`config.mk`:
```
export PLATFORM = sky130hd
export DESIGN_NAME = segment_sequencer
export DESIGN_NICKNAME = d
export VERILOG_FILES = /design/src/rtl/seg_pkg.sv /design/src/rtl/seg_bank.sv /design/src/rtl/segment_sequencer.sv
export SDC_FILE = /design/constraint.sdc
export NUM_CORES = 1
export LEC_CHECK = 0
export CAP_MARGIN = 0
export CORE_MARGIN = 2
export CORE_UTILIZATION = 45
export DETAILED_ROUTE_END_ITERATION = 10
export HOLD_SLACK_MARGIN = 0.06
export SLEW_MARGIN = 5
export SYNTH_ARGS = -nofsm -noshare
export SYNTH_HDL_FRONTEND = slang
export SYNTH_HIERARCHICAL = 1
export SYNTH_SLANG_ARGS = --single-unit
```
`constraint.sdc`:
```
create_clock -name clk -period 13.75 [get_ports clk]
set_input_delay 3.4375 -clock clk [delete_from_list [all_inputs] [get_ports clk]]
set_output_delay 3.4375 -clock clk [all_outputs]
set_load 0.05 [all_outputs]
```
`src/rtl/seg_pkg.sv`:
```
// Shared widths, default video timing and types for the segment sequencer.
package seg_pkg;

    localparam int X_W = 11;
    localparam int Y_W = 10;

    localparam int DEF_MAX_SEGS = 8;
    localparam int DEF_H_ACTIVE = 1024;
    localparam int DEF_H_TOTAL  = 1344;
    localparam int DEF_V_ACTIVE = 768;
    localparam int DEF_V_TOTAL  = 806;

    typedef struct packed {
        logic [X_W-1:0] start_x;
        logic [X_W-1:0] end_x;
        logic [Y_W-1:0] start_y;
        logic [Y_W-1:0] end_y;
    } seg_t;

    typedef enum logic [1:0] {
        IDLE,
        SCAN,
        LOAD
    } state_t;

endpackage

```
`src/rtl/seg_bank.sv`:
```
// Two-bank segment register file: one write port, one combinational read port.
// The MSB of each address selects the bank.
module seg_bank
    import seg_pkg::*;
#(
    parameter int IDX_W = 3
) (
    input  logic           clk,
    input  logic           wr_en,
    input  logic [IDX_W:0] wr_addr,
    input  seg_t           wr_data,
    input  logic [IDX_W:0] rd_addr,
    output seg_t           rd_data
);

    seg_t mem [2**(IDX_W+1)];

    always_ff @(posedge clk) begin
        if (wr_en) begin
            mem[wr_addr] <= wr_data;
        end
    end

    assign rd_data = mem[rd_addr];

endmodule

```
`src/rtl/segment_sequencer.sv`:
```
// Double-buffered segment table with a per-line search that hands the line
// renderer stable endpoints, updated only during horizontal blanking.
module segment_sequencer
    import seg_pkg::*;
#(
    parameter int MAX_SEGS = DEF_MAX_SEGS,
    parameter int H_ACTIVE = DEF_H_ACTIVE,
    parameter int H_TOTAL  = DEF_H_TOTAL,
    parameter int V_ACTIVE = DEF_V_ACTIVE,
    parameter int V_TOTAL  = DEF_V_TOTAL
) (
    input  logic                        clk,
    input  logic                        reset,
    input  logic [X_W-1:0]              hcount,
    input  logic [Y_W-1:0]              vcount,
    input  logic                        wr_en,
    input  logic [$clog2(MAX_SEGS)-1:0] wr_idx,
    input  logic [X_W-1:0]              wr_start_x,
    input  logic [X_W-1:0]              wr_end_x,
    input  logic [Y_W-1:0]              wr_start_y,
    input  logic [Y_W-1:0]              wr_end_y,
    input  logic                        wr_commit,
    input  logic [$clog2(MAX_SEGS):0]   wr_count,
    output logic                        wr_ready,
    output logic [X_W-1:0]              start_x,
    output logic [X_W-1:0]              end_x,
    output logic [Y_W-1:0]              start_y,
    output logic [Y_W-1:0]              end_y,
    output logic                        seg_valid,
    output logic                        frame_swapped
);

    localparam int IDX_W = $clog2(MAX_SEGS);
    localparam int CNT_W = IDX_W + 1;

    if (H_TOTAL - H_ACTIVE <= MAX_SEGS + 2) begin : g_blanking_check
        $error("horizontal blanking too short to scan MAX_SEGS entries");
    end

    logic             bank_sel;
    logic             pending;
    logic [CNT_W-1:0] front_count;
    logic [CNT_W-1:0] pend_count;
    logic [CNT_W-1:0] commit_count;

    state_t           state_q;
    state_t           state_d;
    logic [IDX_W-1:0] scan_idx;
    logic             scan_bank;
    logic [Y_W-1:0]   tgt_q;
    logic             found_q;
    seg_t             match_q;

    seg_t             wr_seg;
    seg_t             rd_seg;
    logic             swap_pos;
    logic             swap_now;
    logic             wr_accept;
    logic             search_start;
    logic             last_entry;
    logic             entry_hit;
    logic [Y_W-1:0]   line_tgt;
    logic [Y_W-1:0]   y_lo;
    logic [Y_W-1:0]   y_hi;

    // The frame-boundary cycle always blocks writes, even when no swap is pending.
    assign swap_pos      = (hcount == '0) && (vcount == Y_W'(V_ACTIVE));
    assign swap_now      = swap_pos && pending;
    assign wr_ready      = !swap_pos;
    assign frame_swapped = swap_now;

    assign wr_accept    = wr_en && wr_ready && (32'(wr_idx) < MAX_SEGS);
    assign wr_seg       = '{start_x: wr_start_x, end_x: wr_end_x,
                            start_y: wr_start_y, end_y: wr_end_y};
    assign commit_count = (wr_count > CNT_W'(MAX_SEGS)) ? CNT_W'(MAX_SEGS) : wr_count;

    seg_bank #(
        .IDX_W   (IDX_W)
    ) u_bank (
        .clk     (clk),
        .wr_en   (wr_accept),
        .wr_addr ({~bank_sel, wr_idx}),
        .wr_data (wr_seg),
        .rd_addr ({scan_bank, scan_idx}),
        .rd_data (rd_seg)
    );

    // A commit landing on the swap cycle re-arms pending for the following frame.
    always_ff @(posedge clk or posedge reset) begin
        if (reset) begin
            bank_sel    <= 1'b0;
            front_count <= '0;
            pending     <= 1'b0;
            pend_count  <= '0;
        end else begin
            if (swap_now) begin
                bank_sel    <= ~bank_sel;
                front_count <= pend_count;
            end
            if (wr_commit) begin
                pending    <= 1'b1;
                pend_count <= commit_count;
            end else if (swap_now) begin
                pending <= 1'b0;
            end
        end
    end

    assign line_tgt     = (vcount == Y_W'(V_TOTAL - 1)) ? '0 : vcount + 1'b1;
    assign search_start = (hcount == X_W'(H_ACTIVE));
    assign last_entry   = (scan_idx == IDX_W'(MAX_SEGS - 1));
    assign y_lo         = (rd_seg.start_y < rd_seg.end_y) ? rd_seg.start_y : rd_seg.end_y;
    assign y_hi         = (rd_seg.start_y < rd_seg.end_y) ? rd_seg.end_y : rd_seg.start_y;
    assign entry_hit    = ({1'b0, scan_idx} < front_count) && (y_lo <= tgt_q) && (tgt_q <= y_hi);

    always_comb begin
        state_d = state_q;
        case (state_q)
            IDLE:    if (search_start) state_d = SCAN;
            SCAN:    if (last_entry) state_d = LOAD;
            LOAD:    state_d = IDLE;
            default: state_d = IDLE;
        endcase
    end

    // Only the lowest-index hit is kept; endpoints hold when nothing covers the line.
    always_ff @(posedge clk or posedge reset) begin
        if (reset) begin
            state_q   <= IDLE;
            scan_idx  <= '0;
            scan_bank <= 1'b0;
            tgt_q     <= '0;
            found_q   <= 1'b0;
            match_q   <= '0;
            start_x   <= '0;
            end_x     <= '0;
            start_y   <= '0;
            end_y     <= '0;
            seg_valid <= 1'b0;
        end else begin
            state_q <= state_d;
            case (state_q)
                IDLE: begin
                    if (search_start) begin
                        scan_idx  <= '0;
                        scan_bank <= bank_sel;
                        tgt_q     <= line_tgt;
                        found_q   <= 1'b0;
                    end
                end
                SCAN: begin
                    if (entry_hit && !found_q) begin
                        found_q <= 1'b1;
                        match_q <= rd_seg;
                    end
                    scan_idx <= scan_idx + 1'b1;
                end
                LOAD: begin
                    seg_valid <= found_q;
                    if (found_q) begin
                        start_x <= match_q.start_x;
                        end_x   <= match_q.end_x;
                        start_y <= match_q.start_y;
                        end_y   <= match_q.end_y;
                    end
                end
                default: ;
            endcase
        end
    end

endmodule

```
==> results of run 1 <==
## area by class of cell
class	instances	area, um^2	area share (%)
repair buffers	146	1400	3.92
multi-input cells	593	7380	20.6
flip-flops and latches	784	23000	64.2
clock buffers	107	2240	6.26
clock inverters	48	564	1.58
well taps	873	1090	3.05
inverters	32	125	0.350
## through the flow
stage	worst slack, ns	power (W)
after floorplan	5.48	0.00338
after global placement	4.21	0.00355
after detailed placement	4.21	0.00357
after CTS	4.20	0.00584
after global routing	4.08	0.00600
final	4.24	0.00577
## path summary, 6_finish.rpt
| kind | startpoint | endpoint | slack [ns] | cells past startpoint |
|---|---|---|---|---|
| worst min-delay path | pending$_DFFE_PP0P_ | pending$_DFFE_PP0P_ | 0.48 | 1 |
| min in group asynchronous | reset | start_y[8]$_DFFE_PP0P_ | 3.26 | 2 |
| worst max-delay path | vcount[0] | frame_swapped | 4.24 | 8 |
| worst max register to register | scan_idx[1]$_DFFE_PP0P_ | match_q[17]$_DFFE_PP0P_ | 6.60 | 18 |
| max in group asynchronous | reset | scan_idx[0]$_DFFE_PP0P_ | 9.10 | 3 |
| worst min register to register | pending$_DFFE_PP0P_ | pending$_DFFE_PP0P_ | 0.48 | 1 |
## synthesized netlist by cell type (4+ instances only)
master	number
inv_1	32
a22oi_1	84
mux2_4	39
o21ai_0	14
ha_1	36
dfrtp_1	112
mux4_2	168
nand2_1	72
o211ai_1	4
nor2b_1	6
xor2_1	5
clkbuf_1	31
buf_2	17
mux2_2	56
nand3_1	14
mux2i_1	10
edfxtp_1	672
buf_6	16
a211oi_1	4
xnor2_1	4
nand2b_1	4
o21ai_1	10
nor3_1	6
nor2_1	24
## where the power goes
group	switching, W	internal, W	total [W]
Combinational	0.000418	0.000441	0.000859
Sequential	0.0000269	0.00261	0.00264
Clock	0.000920	0.00135	0.00227
## routing by layer
metal,track usage (%),vias up
met3,4.06,99
li1,-,6372
met1,27.3,7924
met2,32.6,357
met5,0,-
met4,4.61,6
## sequential cells by signal, summed over array words and instances (netlist names), 2 cells and up
register / flops
pend_count: 4
end_x: 11
start_x: 11
u_bank/mem: 672
state_q: 2
match_q: 42
front_count: 4
end_y: 10
tgt_q: 10
scan_idx: 3
start_y: 10
## kinds of logic (layout without fill, tap and decap cells)
kind of cell | count (synthesis) | count (layout)
and+or+nand+nor | 142 | 142
DFF | 784 | 784
AOI/OAI and AO/OA | 132 | 132
buffers and inverters | 101 | 333
muxes | 274 | 274
xor gates and xnor gates | 9 | 9
adders and majority gates | 36 | 36
## worst reg2reg max path, cell delays in order (launching register included)
cell and delay (ns):
dfrtp_4 0.90, buf_4 0.80, mux4_2 0.48, a22oi_1 0.20, nand2_1 0.27, inv_1 0.14
ha_1 0.24, a211o_1 0.26, o211ai_1 0.11, a21oi_1 0.12, o22ai_2 0.85, mux2_2 0.44
ha_1 0.29, nand4_1 0.13, nor3_1 0.32, nand3_1 0.18, a221oi_4 0.33, buf_4 0.55
mux2_2 0.43
## layout by cell type, fill, tap and decap left out, types with 27 or more instances in the layout
cell and instances:
buf_4 27, a22oi_1 84, mux4_2 168, inv_1 31, clkbuf_16 85, nand2_1 72
mux2_4 39, mux2_2 56, clkdlybuf4s50_1 118, dfrtp_1 110, edfxtp_1 672, ha_1 36
==> results.txt, run 1 <==
----------------------------------------------------
[Run status]
  Result of the run ... completed

[Synth]
  Dominant synthesized flop cell ... edfxtp_1
  Sequential fraction of the synthesis area ... 74.7%
  Distinct cells, synth ... 44
  Fraction of the mapped netlist area in simple logic gates ... 2.07%
  Mux cell area share after synthesis ... 16.6%
  Area share of the largest cell type after synthesis ... 65.6%
  Synth Warn # ... 6
  Cell type with the highest aggregate area in the netlist ... edfxtp_1
  Synthesized area ... 30800 um^2
  Count of flip-flops with a built-in enable after synthesis ... 672
  Area share of xor/xnor cells in the synthesized design ... 0.256%
  Synth top area cells ... edfxtp_1 (66%), mux4_2 (12%), dfrtp_1 (9.1%)
  Post-synthesis share of cell area spent on full adders, half adders and majority gates ... 1.46%
  Gate count of the mapped netlist ... 1478
  Mean cell area of the mapped netlist ... 20.8 um^2
  Synthesized netlist net count ... 1588
  Total of flip-flops plus latches after synthesis ... 784
  Combinational family with the most area after synthesis ... multiplexers
  Fraction of synthesis flops using an asynchronous set or reset pin ... 14.3%
  Synth Area in Compound Gates ... 3.13%

[Flow run]
  Max-cap violations ... 0

[STA]
  Max-Slew Margin vs Limit ... 23.9%
  Total setup violations reported at the end of the flow ... 0
  Least-Margin Pin Slew ... 1.14 ns
  Maximum clock frequency ... 0.105 GHz
  Share of the clock period used by the worst path after layout ... 69.2%
  Worst slack on hold paths ... 0.483 ns
  Final worst path period need ... 9.51 ns
  Final Hold Viols ... 0
  Final Skew ... 0.0344 ns
  Final count of pins violating max slew ... 0
  RSZ-0062 raised after global routing ... no
  Post-Route Setup TNS ... 0 ns

[Cells and area]
  FILL cells ... 5202
  Final net count ... 1750
  Growth of design area from synthesis to finish ... 16.4%
  Non-Filler Cell Area, Final ... 35800 um^2
  Diode count ... 0
  Final core utilization ... 53.1%
  Share of layout cells above drive strength 1 ... 25.9%
  Final cell count without fillers ... 2583

[GRT]
  Antenna violations before repair ... 3
  GRT Residual Overflow ... 0
  GRT Util Overall ... 19.8%
  Wire length of the first global-routing pass ... 101000 um
  Vias in the first global route ... 15.4k
  Pin count of the biggest net entering global routing ... 115

[Critical path]
  Critical Path Start Type ... input pin
  Crit-path max FO ... 9
  Buffers & Inverters on Critical Path ... 4
  Required time of the critical path ... 10.31 ns
  Slowest stage cell on the critical path ... clkdlybuf4s50_1
  CP top delay family ... buffers and inverters
  Worst path max stage delay ... 0.79 ns
  Arrival time reported for the critical path endpoint ... 6.07 ns
  Crit Path Class ... input pin to primary output
  Critical path capture point type ... primary output
  CP Cell Sequence ... clkdlybuf4s50_1, inv_1, ha_1, or4b_1, nor3_1, nand2_1, inv_1, clkdlybuf4s50_1

[Drt]
  Highest layer used for signal routing ... met5
  DR pass1 iterations ... 5
  Antenna viol nets, final ... 0
  DR WL/cell ... 26.5 um
  Number of vias after detailed routing ... 14.8k
  Iter 0 DRT Violations ... 1220
  Met1 Routed Length ... 29800 um
  DRC viols ... 0
  Met3 wire length ... 3720 um
  WL met2 ... 33600 um
  Via-per-instance ratio ... 5.71
  Detailed-route wire length ... 68400 um

[Floorplan]
  Initial Utilization ... 45.6%
  Overall die area ... 70400 um^2
  Floorplan die height ... 265 um
  Die X ... 265 um
  Area of the core region ... 67400 um^2
  Total number of placement rows ... 95
  I/O pin total ... 119

[Clock network]
  Number of clock sinks ... 784
  Number of buffers inserted by hold repair at cts ... 0
  H-tree depth ... 3
  CTS tree ... yes
  CTS buffer count ... 83
  Max Root-Sink Buffers ... 3
  Quantity of gates resized following cts ... 0
  Clock root buffer ... clkbuf_16
  Number of buffers inserted to repair setup after CTS ... 0
  Clock insertion delay at the later pin of the skew report ... 0.64 ns
  Clk slew on worst S/H paths ... 0.05 ns

[Worst hold path]
  Worst hold path class ... flip-flop to flip-flop

[Placement]
  Estimated wirelength of the detail-placed design ... 33600 um
  IO buf count ... 118
  Placed Instances ... 2428
  Area post-placement ... 33000 um^2
  Final GP Congestion ... 0.759

[Power]
  Power density cells ... 161 nW/um^2
  Leakage ... 12.1 nW
  Worst IR Drop VDD ... 85.2 uV

----------------------------------------------------
(Power assumes the default switching activity.)
==> inputs of run 2 (changes only) <==
Clock period 13.75 ns to 8.8 ns, I/O delays scaled along.
==> run 2 against run 1 <==
- combinational power up 55%
- design area down 0.48%
- first-iteration DRC count increased by 2.0%
- worst hold slack better by 0.019 ns
- core utilization shrank 0.25 points
- sequential share of layout area up 0.31 points
- sequential cell count did not move
- non-clock buffer count is 6 higher
- final cell count is essentially flat
- critical path type unchanged
- largest cell class unchanged
==> results.txt, run 2 (synthesized netlist as in run 1, its figures left out) <==
----------------------------------------------------
[Clock network]
  H-tree depth ... 3
  Max Root-Sink Buffers ... 3
  Number of buffers inserted by hold repair at cts ... 0
  Quantity of gates resized following cts ... 0
  Clock insertion delay at the later pin of the skew report ... 0.63 ns
  Number of buffers inserted to repair setup after CTS ... 0
  CTS buffer count ... 82
  CTS tree ... yes
  Clk slew on worst S/H paths ... 0.05 ns
  Clock root buffer ... clkbuf_16
  Number of clock sinks ... 784

[Critical path]
  Crit-path max FO ... 9
  CP Cell Sequence ... clkdlybuf4s50_1, inv_1, ha_1, or4b_1, nor3_1, nand2_1, inv_1, clkdlybuf4s50_1
  Logic depth of the worst register-to-register path ... 17
  Critical path capture point type ... primary output
  Critical Path Start Type ... input pin
  Slowest stage cell on the critical path ... clkdlybuf4s50_1
  Crit Path Class ... input pin to primary output
  Arrival time reported for the critical path endpoint ... 4.81 ns
  Reg-to-reg critical path startpoint ... scan_idx[0]$_DFFE_PP0P_
  Worst path max stage delay ... 0.79 ns
  Capture instance of the worst register-to-register path ... match_q[17]$_DFFE_PP0P_
  Required time of the critical path ... 6.60 ns
  Worst R2R Setup Slack ... 2.33 ns

[Placement]
  Area post-placement ... 33000 um^2
  Final GP Congestion ... 0.779
  IO buf count ... 118
  Estimated wirelength of the detail-placed design ... 36000 um
  Placed Instances ... 2434

[Cells and area]
  Register with the most flip-flops ... u_bank/mem
  Registers with the most flip-flops ... u_bank/mem: 672 flops, match_q: 42 flops
  Share of layout cells above drive strength 1 ... 25.6%
  Highest-count cells in the layout ignoring fill and taps ... edfxtp_1 (672), mux4_2 (168), clkdlybuf4s50_1 (118)
  Non-Filler Cell Area, Final ... 35600 um^2
  Growth of design area from synthesis to finish ... 15.8%
  Final cell count without fillers ... 2584
  Final net count ... 1755
  Number of flip-flops under the largest register name ... 672
  Diode count ... 0
  Leading cell type in the layout, fill and taps excluded ... edfxtp_1

[Power]
  Worst IR Drop VDD ... 139 uV
  Leakage ... 12.0 nW
  Power density cells ... 247 nW/um^2

[Floorplan]
  I/O pin total ... 119
  Initial Utilization ... 45.6%
  Area of the core region ... 67400 um^2
  Die X ... 265 um
  Overall die area ... 70400 um^2
  Total number of placement rows ... 95
  Floorplan die height ... 265 um

[Drt]
  Number of vias after detailed routing ... 15.0k
  Detailed-route wire length ... 69300 um
  DRC viols ... 0
  DR pass1 iterations ... 5
  Via-per-instance ratio ... 5.79
  Antenna viol nets, final ... 0
  DR WL/cell ... 26.8 um
  Iter 0 DRT Violations ... 1245

[Run status]
  Result of the run ... completed

[STA]
  Maximum clock frequency ... 0.143 GHz
  Final count of pins violating max slew ... 0
  Final Skew ... 0.0237 ns
  Final worst path period need ... 7.01 ns
  Share of the clock period used by the worst path after layout ... 79.6%
  Max-Slew Margin vs Limit ... 29.0%
  Least-Margin Pin Slew ... 1.06 ns
  Final Hold Viols ... 0
  Post-Route Setup TNS ... 0 ns
  Total setup violations reported at the end of the flow ... 0
  RSZ-0062 raised after global routing ... no

[Flow run]
  Max-cap violations ... 0

[GRT]
  Vias in the first global route ... 15.8k
  Antenna violations before repair ... 4
  Pin count of the biggest net entering global routing ... 63
  Wire length of the first global-routing pass ... 103000 um
  GRT Util Overall ... 20.2%
  GRT Residual Overflow ... 0

[Worst hold path]
  Hold Path End ... pending$_DFFE_PP0P_
  Hold path startpoint ... pending$_DFFE_PP0P_
  Worst hold path class ... flip-flop to flip-flop
  Hold depth ... 1

----------------------------------------------------
==> run 2: layout make-up <==
type / count / area (um^2)
clock inverters: 31 / 267
well taps: 873 / 1090
inverters: 32 / 125
clock buffers: 119 / 2330
repair buffers: 152 / 1440
fillers: 5214 / 31800
flip-flops and latches: 784 / 23000
multi-input cells: 593 / 7380
==> run 2: worst max-delay path, delay by kind of cell <==
family	cells	cell delay, ns
and+or+nand+nor	3	0.97
buffers and inverters	4	1.50
adders and majority gates	1	0.14
==> run 2: worst max path at each step <==
stage | startpoint | endpoint
floorplan | vcount[0] | u_bank/mem[0][0]$_DFFE_PP_
global placement | vcount[0] | frame_swapped
detailed placement | vcount[0] | frame_swapped
CTS | vcount[0] | frame_swapped
global route | vcount[0] | frame_swapped
finish | vcount[0] | frame_swapped
==> run 2: layer usage <==
metal,GRT usage [%],up-vias,share of wire [%]
met5,0,-,0.062
met3,3.42,118,5.3
met1,27.9,8030,43
li1,-,6384,-
met4,5.68,6,2.4
met2,33.3,431,49
==> run 2: power by group <==
| part | total, W | switching, W | internal (W) |
|---|---|---|---|
| Clock | 0.00333 | 0.00139 | 0.00194 |
| Combinational | 0.00133 | 0.000636 | 0.000691 |
| Sequential | 0.00415 | 0.0000712 | 0.00408 |
==> run 2: metrics by stage <==
stage               hold WS (ns)  util, %  setup WS (ns)  total power [W]
CTS                        0.505     52.9           1.75          0.00892
floorplan                  0.446        -           1.76          0.00528
global placement           0.480     49.0           1.76          0.00556
global route               0.517     52.9           1.60          0.00917
detailed placement         0.492     49.0           1.76          0.00558
finish                     0.502     52.9           1.79          0.00881
